File: src/rtl/i2c_pkg.sv
// Shared definitions for the I2C bus front-end: bus FSM states, idle line level
// and the glitch-filter counter width.
package i2c_pkg;

   typedef enum logic {
      I2C_BUS_IDLE = 1'b0,
      I2C_BUS_BUSY = 1'b1
   } i2c_bus_state_e;

   localparam logic I2C_IDLE_LEVEL = 1'b1;
   localparam int   I2C_FILT_CNT_W = 4;

endpackage

File: src/rtl/i2c_glitch_filter.sv
// One I2C line: SYNC_STAGES-deep synchroniser followed by a FILTER_LEN-cycle
// stability filter, with registered one-cycle rise/fall strobes.
module i2c_glitch_filter
   import i2c_pkg::*;
#(
   parameter int SYNC_STAGES = 2,
   parameter int FILTER_LEN  = 4
) (
   input  logic clk,
   input  logic reset,
   input  logic line_in,
   output logic level,
   output logic rise,
   output logic fall
);

   localparam logic [I2C_FILT_CNT_W-1:0] CNT_LAST = I2C_FILT_CNT_W'(FILTER_LEN - 1);

   logic [SYNC_STAGES-1:0]    sync_q;
   logic [I2C_FILT_CNT_W-1:0] cnt_q;
   logic                      synced;
   logic                      differs;
   logic                      toggle;

   assign synced  = sync_q[SYNC_STAGES-1];
   assign differs = (synced != level);
   assign toggle  = differs && (cnt_q == CNT_LAST);

   always_ff @(posedge clk or posedge reset) begin
      if (reset) begin
         sync_q <= {SYNC_STAGES{I2C_IDLE_LEVEL}};
      end else begin
         sync_q <= {sync_q[SYNC_STAGES-2:0], line_in};
      end
   end

   // The level only moves after FILTER_LEN consecutive disagreeing samples;
   // strobes are registered alongside so they line up with the new level.
   always_ff @(posedge clk or posedge reset) begin
      if (reset) begin
         level <= I2C_IDLE_LEVEL;
         cnt_q <= '0;
         rise  <= 1'b0;
         fall  <= 1'b0;
      end else if (toggle) begin
         level <= ~level;
         cnt_q <= '0;
         rise  <= ~level;
         fall  <= level;
      end else begin
         rise  <= 1'b0;
         fall  <= 1'b0;
         cnt_q <= differs ? cnt_q + 1'b1 : '0;
      end
   end

endmodule

File: src/rtl/i2c_bus_conditioner.sv
// Conditions raw SCL/SDA for i2c_slave: filtered levels, edge strobes, START /
// repeated-START / STOP decode and bus-busy. Bus timeout is built only with I2C_TIMEOUT_EN.
module i2c_bus_conditioner
   import i2c_pkg::*;
#(
   parameter int SYNC_STAGES    = 2,
   parameter int FILTER_LEN     = 4,
   parameter int TIMEOUT_CYCLES = 1000
) (
   input  logic clk,
   input  logic reset,
   input  logic scl_in,
   input  logic sda_in,
   output logic scl_filt,
   output logic sda_filt,
   output logic scl_rise,
   output logic scl_fall,
   output logic start_det,
   output logic repstart_det,
   output logic stop_det,
   output logic bus_busy,
   output logic timeout
);

   logic           sda_rise;
   logic           sda_fall;
   logic           scl_steady_high;
   logic           start_cond;
   logic           stop_cond;
   logic           to_hit;
   i2c_bus_state_e state_q;
   i2c_bus_state_e state_d;

   i2c_glitch_filter #(
      .SYNC_STAGES (SYNC_STAGES),
      .FILTER_LEN  (FILTER_LEN)
   ) u_scl_filter (
      .clk     (clk),
      .reset   (reset),
      .line_in (scl_in),
      .level   (scl_filt),
      .rise    (scl_rise),
      .fall    (scl_fall)
   );

   i2c_glitch_filter #(
      .SYNC_STAGES (SYNC_STAGES),
      .FILTER_LEN  (FILTER_LEN)
   ) u_sda_filter (
      .clk     (clk),
      .reset   (reset),
      .line_in (sda_in),
      .level   (sda_filt),
      .rise    (sda_rise),
      .fall    (sda_fall)
   );

   // SCL high now and no rise strobe means it was high last cycle as well.
   assign scl_steady_high = scl_filt && !scl_rise;
   assign start_cond      = sda_fall && scl_steady_high;
   assign stop_cond       = sda_rise && scl_steady_high;

`ifdef I2C_TIMEOUT_EN
   localparam int                TO_W    = $clog2(TIMEOUT_CYCLES + 1);
   localparam logic [TO_W-1:0]   TO_LAST = TO_W'(TIMEOUT_CYCLES - 1);

   logic [TO_W-1:0] to_cnt_q;

   assign to_hit = (state_q == I2C_BUS_BUSY) && !scl_filt && (to_cnt_q == TO_LAST);

   always_ff @(posedge clk or posedge reset) begin
      if (reset) begin
         to_cnt_q <= '0;
      end else if ((state_q != I2C_BUS_BUSY) || scl_filt || to_hit) begin
         to_cnt_q <= '0;
      end else begin
         to_cnt_q <= to_cnt_q + 1'b1;
      end
   end
`else
   // No timeout hardware; the parameter is referenced only to keep the tie-off explicit.
   assign to_hit = 1'b0 & (TIMEOUT_CYCLES > 0);
`endif

   always_ff @(posedge clk or posedge reset) begin
      if (reset) begin
         state_q <= I2C_BUS_IDLE;
      end else begin
         state_q <= state_d;
      end
   end

   always_comb begin
      state_d = state_q;
      if (to_hit) begin
         state_d = I2C_BUS_IDLE;
      end else begin
         case (state_q)
            I2C_BUS_IDLE: if (start_cond) state_d = I2C_BUS_BUSY;
            I2C_BUS_BUSY: if (stop_cond)  state_d = I2C_BUS_IDLE;
            default:      state_d = I2C_BUS_IDLE;
         endcase
      end
   end

   // A timeout takes priority and masks any coincident bus event.
   always_comb begin
      start_det    = 1'b0;
      repstart_det = 1'b0;
      stop_det     = 1'b0;
      bus_busy     = (state_q == I2C_BUS_BUSY);
      timeout      = to_hit;
      if (!to_hit) begin
         start_det    = start_cond && (state_q == I2C_BUS_IDLE);
         repstart_det = start_cond && (state_q == I2C_BUS_BUSY);
         stop_det     = stop_cond;
      end
   end

endmodule
File: config.mk
export PLATFORM = sky130hd
export DESIGN_NAME = i2c_bus_conditioner
export DESIGN_NICKNAME = d
export VERILOG_FILES = /design/src/rtl/i2c_pkg.sv /design/src/rtl/i2c_glitch_filter.sv /design/src/rtl/i2c_bus_conditioner.sv
export SDC_FILE = /design/constraint.sdc
export NUM_CORES = 1
export LEC_CHECK = 0
export CORE_MARGIN = 1.5
export CORE_UTILIZATION = 50
export CTS_BUF_LIST = sky130_fd_sc_hd__clkbuf_2
export CTS_CLUSTER_SIZE = 28
export DETAILED_ROUTE_END_ITERATION = 8
export GPL_TIMING_DRIVEN = 0
export MAX_ROUTING_LAYER = met4
export PLACE_DENSITY_LB_ADDON = 0.3
export SYNTH_ARGS = -nofsm -noshare
export SYNTH_HDL_FRONTEND = slang
export SYNTH_HIERARCHICAL = 1
export SYNTH_SLANG_ARGS = --single-unit
File: constraint.sdc
create_clock -name clk -period 2.8 [get_ports clk]
set_clock_uncertainty 0.1 [all_clocks]
set_input_delay 0.28 -clock clk [delete_from_list [all_inputs] [get_ports clk]]
set_output_delay 0.28 -clock clk [all_outputs]
set_load 0.03 [all_outputs]
### Word-level counts from Yosys, hierarchy flattened

Index checks and enable logic that the tools add are counted.

| operators by class | value |
|---|---|
| $add $sub $neg | 2 |
| multipliers | 0 |
| div/mod/pow operators | 0 |
| $lt $le $gt $ge | 0 |
| equal/unequal tests | 4 |
| shifts and indexed selects | 0 |
| multiplexer cells | 11 |
| bitwise gates (word level) | 3 |
| reductions and logical operators | 8 |

Operators by type and width:

| cell | count |
|---|---|
| $mux W4 | 4 |
| $add A4 B1 Y4 const B | 2 |
| $eq A4 B2 Y1 const B | 2 |
| $logic_and A1 B1 Y1 | 7 |
| $mux W1 | 6 |
| $not A1 Y1 | 3 |
| $ne A1 B1 Y1 | 2 |
| $pmux W1 S2 | 1 |
| $logic_not A1 Y1 | 1 |

| storage, ports and cells | value |
|---|---|
| register bits after elaboration | 19 |
| bits in latches | 0 |
| bits in writable memories | 0 |
| ROM bits | 0 |
| bits of input ports | 4 |
| output and inout port bits | 9 |
| logic and storage cells | 39 |
| memories | 0 |

### Depth between registers and ports, before layout

Gate-level depths: netlist of run 1.

| logic depth | value |
|---|---|
| depth after elaboration | 5 |
| depth in mapped cells | 3 |
| gate-level depth less buffers | 3 |

### Modules after synthesis

Netlist of run 1, hierarchy kept.

Modules (own cells, without submodules):

| module | times used | cells each | area each (um^2) | sequential area each (um^2) |
|---|---|---|---|---|
| i2c_glitch_filter | 2 | 25 | 370.4 | 229.0 |
| i2c_bus_conditioner | 1 | 10 | 77.6 | 25.0 |

### Worst setup path before layout of run 1

Ideal clock, no wire load.

| timing path | value |
|---|---|
| path type | register to output |
| start point | reg u_scl_filter.level |
| end point | out repstart_det |
| arrival | 1.208 ns |
| required time | 2.420 ns |
| setup slack | 1.212 ns |
| stages on the path, launching flop included | 3 |
| path buffers | 0 |
| path through | dfstp_2 > nand3b_1 > nor2_1 |

| on the way | value |
|---|---|
| word-level cells in the longest chain between the ends | 3 |

RTL lines:

| item | RTL line | source |
|---|---|---|
| start: declaration | i2c_glitch_filter.sv:12 | `output logic level,` |
| start signal: assignment | i2c_glitch_filter.sv:46 | `level <= ~level;` |
| $logic_and A1 B1 Y1 | i2c_bus_conditioner.sv:59 | `assign scl_steady_high = scl_filt && !scl_rise;` |
| $logic_and A1 B1 Y1 | i2c_bus_conditioner.sv:60 | `assign start_cond = sda_fall && scl_steady_high;` |
| $logic_and A1 B1 Y1 | i2c_bus_conditioner.sv:115 | `repstart_det = start_cond && (state_q == I2C_BUS_BUSY);` |
| end: declaration | i2c_bus_conditioner.sv:19 | `output logic repstart_det,` |

No other way between the ends.

### Worst setup path in the final report of run 1

| timing path | value |
|---|---|
| start point | reg u_scl_filter.level |
| end point | out start_det |

| on the way | value |
|---|---|
| word-level cells in the longest chain between the ends | 3 |

RTL lines:

| item | RTL line | source |
|---|---|---|
| $logic_and A1 B1 Y1 | i2c_bus_conditioner.sv:59 |  |
| $logic_and A1 B1 Y1 | i2c_bus_conditioner.sv:60 |  |
| $logic_and A1 B1 Y1 | i2c_bus_conditioner.sv:114 | `start_det = start_cond && (state_q == I2C_BUS_IDLE);` |
| end: declaration | i2c_bus_conditioner.sv:18 | `output logic start_det,` |

No other way between the ends.

==> summary.txt, run 1 <==
Cells and area
  • Diode count: 0
  • Layout cell share with drive strength beyond 1: 30.67%
  • Fin cells: 91
  • Fillers: 124
  • Multi-input gate area: 312.8 µm²
  • Layout area overhead: 18.35%
  • Seq. cell area: 483.0 µm²
  • Final net count: 82
  • Post-layout util: 63.55%

Clock tree
  • Worst skew pair latency: 0.28 ns
  • CTS tree: done
  • Root buffer cell: clkbuf_2
  • Post-CTS Hold Buffers: 0
  • Worst-path clk slew: 0.17 ns
  • CTS-repair resized insts: 0
  • Post CTS Setup Buffer Count: 0
  • CTS H-Tree Depth: 1
  • CTS Buf Count: 3
  • Clock sinks: 19
  • CTS max path bufs: 2

Setup path
  • R2r worst-path depth: 3
  • Critical Path Sink: start_det
  • Critical Path RT: 2.42 ns
  • Crit-path max cell delay: 0.67 ns
  • Crit end category: primary output
  • Crit path from: u_scl_filter/level
  • Worst r2r dst: u_scl_filter/level
  • Crit Path Max Fanout: 7
  • Crit path cell chain: nand3b_1 -> nor2_1 -> clkdlybuf4s50_1
  • RR Startpoint: u_scl_filter/cnt_q[0]
  • CP startpoint kind: flop
  • Flop2flop setup slack: 1.37 ns
  • WS Path Type: reg -> out
  • CP arrival: 1.82 ns
  • Slowest-stage cell, CP: clkdlybuf4s50_1

Detailed routing
  • Via density: 5.462
  • Routed WL: 1225 µm
  • Drt drc: 0
  • WL/cell: 13.46 µm
  • Routed via count: 497
  • Routed Antenna Nets: 0
  • Detailed Routing Iterations Pass 1: 4
  • DRT iter0 DRCs: 7

Floorplan
  • Core outline area: 1524 µm²
  • Ports: 13
  • Die ar.: 1888 µm²
  • Die Ht: 43.46 µm
  • Chip width: 43.46 µm
  • Starting Density: 53.69%
  • FP Rows: 14

Global route
  • GRT Total Usage: 16.35%
  • Vias in the first global route: 492
  • First-pass GRT wire length: 2145 µm
  • Initial antenna violation count: 0
  • Congestion Overflow GR: 0
  • Pin count of the biggest net entering global routing: 11

STA
  • RSZ-0062 raised after global routing: no
  • # setup viols final: 0
  • Max Fclk: 0.4537 GHz
  • Setup TNS: 0 ns
  • Post-layout min period: 2.204 ns
  • Final setup margin: 0.5959 ns
  • Fin crit share: 78.72%
  • Max-slew violations: 0
  • Final Hold Viols: 0

Flow run
  • Maxcap violations: 0

Placed design
  • Number of I/O port buffers: 11
  • Pre-CTS WS: 0.9133 ns
  • Gp weighted congestion: 0.7103
  • DP Cell Count: 87
  • Dpl hpwl: 879.8 µm

Logic synthesis
  • Syn Inst Count: 60
  • Synth top cells by count: dfrtp_1 (13), dfstp_2 (6)
  • Top-count cell post-synth: dfrtp_1
  • Synth Flop Type: dfrtp_1
  • Synthesized cell area: 818.3 µm²
  • Number of flops mapped to enable cells by yosys: 0
  • Synth warn: 6
  • Top cells by area, synth: dfrtp_1 (40%), dfstp_2 (19%), and3b_2 (4.9%)
  • Share of the synthesized area in the top cell type: 39.76%
  • Syn nets: 66
  • Syn Area/Cell: 13.64 µm²
  • Fraction of registers with async set/reset: 100.0%
  • Synth Register Bits: 19
  • Synth area leader: dfrtp_1
  • Post-synthesis sequential area ratio: 59.02%
  • Yosys cell types: 20

Run status
  • Outcome: finished clean

Power
  • Pwr dens: 773.2 nW/µm²
  • Leak: 0.4319 nW
  • VDD IR max: 0.4215 mV

Min path
  • Hold Path Class: in -> async
worst min-delay path by stage:
stage,to,slack [ns],depth (start not counted)
after floorplan,bus_busy,-0.09,1
after detailed placement,u_scl_filter/sync_q[1],0.25,0
after global placement,u_scl_filter/sync_q[1],0.25,0
final,bus_busy,0.05,2
after global routing,bus_busy,0.04,2
after CTS,bus_busy,0.04,2
registers in the layout, indices dropped and copies added (netlist names):
signal / cells
bus_busy: 1
u_sda_filter/level: 1
u_scl_filter/cnt_q: 4
u_scl_filter/level: 1
u_scl_filter/rise: 1
u_scl_filter/fall: 1
u_sda_filter/sync_q: 2
u_sda_filter/cnt_q: 4
u_scl_filter/sync_q: 2
u_sda_filter/rise: 1
u_sda_filter/fall: 1
per-stage QoR:
step	power (mW)	cell area, µm²	hold slack, ns
finish	0.7488	968.4	0.05209
global route	0.7995	968.4	0.04372
CTS	0.7548	968.4	0.04114
detailed placement	0.6422	948.4	0.2506
global placement	0.6308	948.4	0.2452
floorplan	0.5580	818.3	-0.09129
cells by family after synthesis:
kind of cell               synth area share (%)
and+or+nand+nor                           25.23
DFF                                       59.02
buffers and inverters                     2.752
AOI/OAI and AO/OA                         2.447
muxes                                     4.893
adders and majority gates                 3.058
xor gates and xnor gates                  2.141
other                                    0.4583
cell usage in the layout, fill, tap and decap left out:
master           instances
dfrtp_1                 13
clkdlybuf4s50_1         11
dfstp_2                  6
nor2_1                   4
inv_1                    4
clkbuf_2                 4
a21oi_1                  4
and3b_2                  4
nand3b_1                 3
nor3b_4                  2
mux2_4                   2
nand2b_1                 2
xnor2_1                  2
nor3_1                   2
nor3b_1                  2
and4_2                   2
nor4_2                   2
ha_1                     2
and3b_1                  1
mux2i_1                  1
buf_4                    1
conb_1                   1
worst max-delay path: cells and delay by family, from the launching register on:
kind	cells	cell delay, ns
AND/OR/NAND/NOR	2	0.26
flip-flops	1	0.61
buffers and inverters	1	0.67
report_power, final:
part | internal [mW] | total [mW] | switching, mW
Clock | 0.0379 | 0.113 | 0.0754
Combinational | 0.122 | 0.242 | 0.120
Sequential | 0.338 | 0.394 | 0.0554
Total | 0.498 | 0.749 | 0.251
area by class of cell:
type                       count  share of cell area [%]
tap                           16                   2.067
sequential                    19                   49.87
inverter                       4                   1.550
clock buffer                   4                   2.067
buffer                         1                  0.7752
multi-input combinational     36                   32.30
timing repair buffer          11                   11.37
metal layers:
metal / global-route usage (%) / routed length [µm] / vias to the layer above
li1: - / - / 235
met1: 20.22 / 551 / 248
met2: 26.27 / 623 / 14
met3: 2.917 / 50 / 0
met4: 7.273 / 0 / 0
met5: - / 0 / -
Power figures use the tool's default switching activity.
==> run 2: changes to the inputs <==
==> constraint.sdc (replaced) <==
create_clock -name clk -period 2.14 [get_ports clk]
set_clock_uncertainty 0.1 [all_clocks]
set_input_delay 0.214 -clock clk [delete_from_list [all_inputs] [get_ports clk]]
set_output_delay 0.214 -clock clk [all_outputs]
set_load 0.03 [all_outputs]
==> run 2 against run 1 <==
Net effect: clock power rose by 32%; count of clock-buffer cells in the layout did not move; die area did not move; sequential cell count did not move; final cell count rose by 1.1%; critical endpoint is now scl_filt; largest power group unchanged.
==> summary.txt, run 2 (same netlist as run 1, synthesis figures left out) <==
Detailed routing
  • Detailed Routing Iterations Pass 1: 4 (unchanged)
  • Routed Antenna Nets: 0 (unchanged)
  • Via density: 5.489 (+0.51%)
  • Routed via count: 505 (+1.6%)
  • Drt drc: 0 (unchanged)
  • DRT iter0 DRCs: 8 (+1)
  • Routed WL: 1227 µm (+0.16%)
  • WL/cell: 13.34 µm (-0.93%)

Setup path
  • Worst r2r dst: u_scl_filter/level
  • CP arrival: 1.59 ns (-0.23 ns)
  • Critical Path RT: 1.83 ns (-0.59 ns)
  • Flop2flop setup slack: 0.73 ns (-0.64 ns)
  • WP buf/inv: 1 (unchanged)
  • CP startpoint kind: flop
  • Crit Path Max Fanout: 7 (unchanged)
  • R2r worst-path depth: 3 (unchanged)
  • Crit path cell chain: clkdlybuf4s50_1
  • Crit path from: u_scl_filter/level
  • Slowest-stage cell, CP: clkdlybuf4s50_1
  • WS Path Type: reg -> out
  • Crit-path max cell delay: 0.69 ns (+0.02 ns)
  • RR Startpoint: u_scl_filter/cnt_q[0]
  • Crit path max-delay family: buffers and inverters
  • Crit end category: primary output

Placed design
  • Dpl cell area: 948.4 µm² (unchanged)
  • Dpl hpwl: 879.8 µm (unchanged)
  • Number of I/O port buffers: 11 (unchanged)
  • Gp weighted congestion: 0.7103 (unchanged)

Clock tree
  • CTS Buf Count: 3 (unchanged)
  • CTS max path bufs: 2 (unchanged)
  • Worst-path clk slew: 0.16 ns (about the same)
  • Clock sinks: 19 (unchanged)
  • Root buffer cell: clkbuf_2
  • CTS H-Tree Depth: 1 (unchanged)
  • Worst skew pair latency: 0.29 ns (about the same)
  • CTS tree: done

Global route
  • GR Util met2: 26.27% (unchanged)
  • Vias in the first global route: 492 (unchanged)
  • GRT Total Usage: 16.35% (unchanged)
  • First-pass GRT wire length: 2145 µm (unchanged)
  • Pin count of the biggest net entering global routing: 11 (unchanged)
  • Congestion Overflow GR: 0 (unchanged)
  • Met1 Usage GRT: 20.22% (unchanged)
  • GR peak layer: met2
  • Initial antenna violation count: 0 (unchanged)
  • GR Util met3: 2.917% (unchanged)

Cells and area
  • Most common cell after layout, fill and taps aside: dfrtp_1
  • Diode count: 0 (unchanged)
  • Final Cell Area: 978.4 µm² (+1.0%)
  • Biggest regs: u_scl_filter/cnt_q: 4 flops, u_sda_filter/cnt_q: 4 flops
  • Most frequent cells in the layout: dfrtp_1 (13), clkdlybuf4s50_1 (8), dfstp_2 (6)
  • Final net count: 83 (+1.2%)
  • Layout area overhead: 19.57%
  • Layout cell share with drive strength beyond 1: 30.26% (-0.40 points)

STA
  • Final Hold Viols: 0 (unchanged)
  • Fin crit share: 88.92%
  • Post-layout min period: 1.903 ns
  • Max-slew violations: 0 (unchanged)
  • Setup TNS: 0 ns (unchanged)
  • Max Fclk: 0.5255 GHz
  • RSZ-0062 raised after global routing: no
  • # setup viols final: 0 (unchanged)

Floorplan
  • Die Ht: 43.46 µm (unchanged)
  • Die ar.: 1888 µm² (unchanged)
  • Core outline area: 1524 µm² (unchanged)
  • FP Rows: 14 (unchanged)
  • Ports: 13 (unchanged)
  • Chip width: 43.46 µm (unchanged)
  • Starting Density: 53.69% (unchanged)

Power
  • Power Total: 0.9795 mW (+31%)
  • Leak: 0.4644 nW (+7.5%)
  • VDD IR max: 0.5458 mV (+30%)
  • Pwr dens: 1001 nW/µm² (+29%)

Min path
  • Hold_sp: sda_in
  • Hold Path End: u_sda_filter/sync_q[0]
  • Hold Path Class: in -> reg
  • Hold depth: 1

Flow run
  • Maxcap violations: 0 (unchanged)

Run status
  • Outcome: finished clean
[run 2: through the flow]
step | setup slack (ns) | utilization [%] | cells | hold slack [ns]
4_1_cts | 0.05768 | 64.04 | 92 | 0.1979
6_report | 0.2371 | 64.20 | 92 | 0.2039
5_1_grt | 0.1425 | 64.20 | 92 | 0.1825
3_5_place_dp | 0.3193 | 62.23 | 87 | 0.2506
3_3_place_gp | 0.3693 | 62.23 | 87 | 0.2452
2_1_floorplan | 0.6177 | - | 60 | -0.1573
[run 2: worst max-delay path by stage]
stage / endpoint / slack [ns] / cells after the start
floorplan: repstart_det / 0.62 / 2
global placement: repstart_det / 0.37 / 3
detailed placement: start_det / 0.32 / 3
CTS: stop_det / 0.06 / 2
global route: start_det / 0.14 / 3
finish: scl_filt / 0.24 / 1
[run 2: final cells by class]
class	instances	area, µm²
multi-input combinational	36	312.8
sequential	19	483.0
fill	124	545.5
tap	16	20.02
inverter	4	15.01
timing repair buffer	12	120.1
buffer	1	7.507
clock buffer	4	20.02
[run 2: what timing repair did]
item / in CTS / in global routing
resized for setup: 2 / 1
hold endpoints to repair: 1 / 0
endpoints found under the setup margin: 2 / 1
buffers inserted: 0 / 0
pin swaps: 0 / 0
hold buffers: 1 / 0
[run 2: metal layers]
metal,vias to the layer above,share of wire (%)
li1,236,-
met1,248,43
met2,19,50
met3,2,5.6
met4,0,1.1
met5,-,0
[run 2: power by group]
part	switching [mW]	internal, mW	leakage, nW
clock	0.0997	0.0495	0.0166
sequential	0.0706	0.443	0.240
combinational	0.157	0.160	0.208
==> run 3: changes to the inputs <==
--- a/config.mk
+++ b/config.mk
@@ -8,6 +8,7 @@
 export CORE_MARGIN = 1.5
 export CORE_UTILIZATION = 50
 export CTS_BUF_LIST = sky130_fd_sc_hd__clkbuf_2
+export CTS_CLUSTER_DIAMETER = 80
 export CTS_CLUSTER_SIZE = 28
 export DETAILED_ROUTE_END_ITERATION = 8
 export GPL_TIMING_DRIVEN = 0
==> results of run 3 <==
No change in the layout: final DEF, timing and power equal those of run 2.
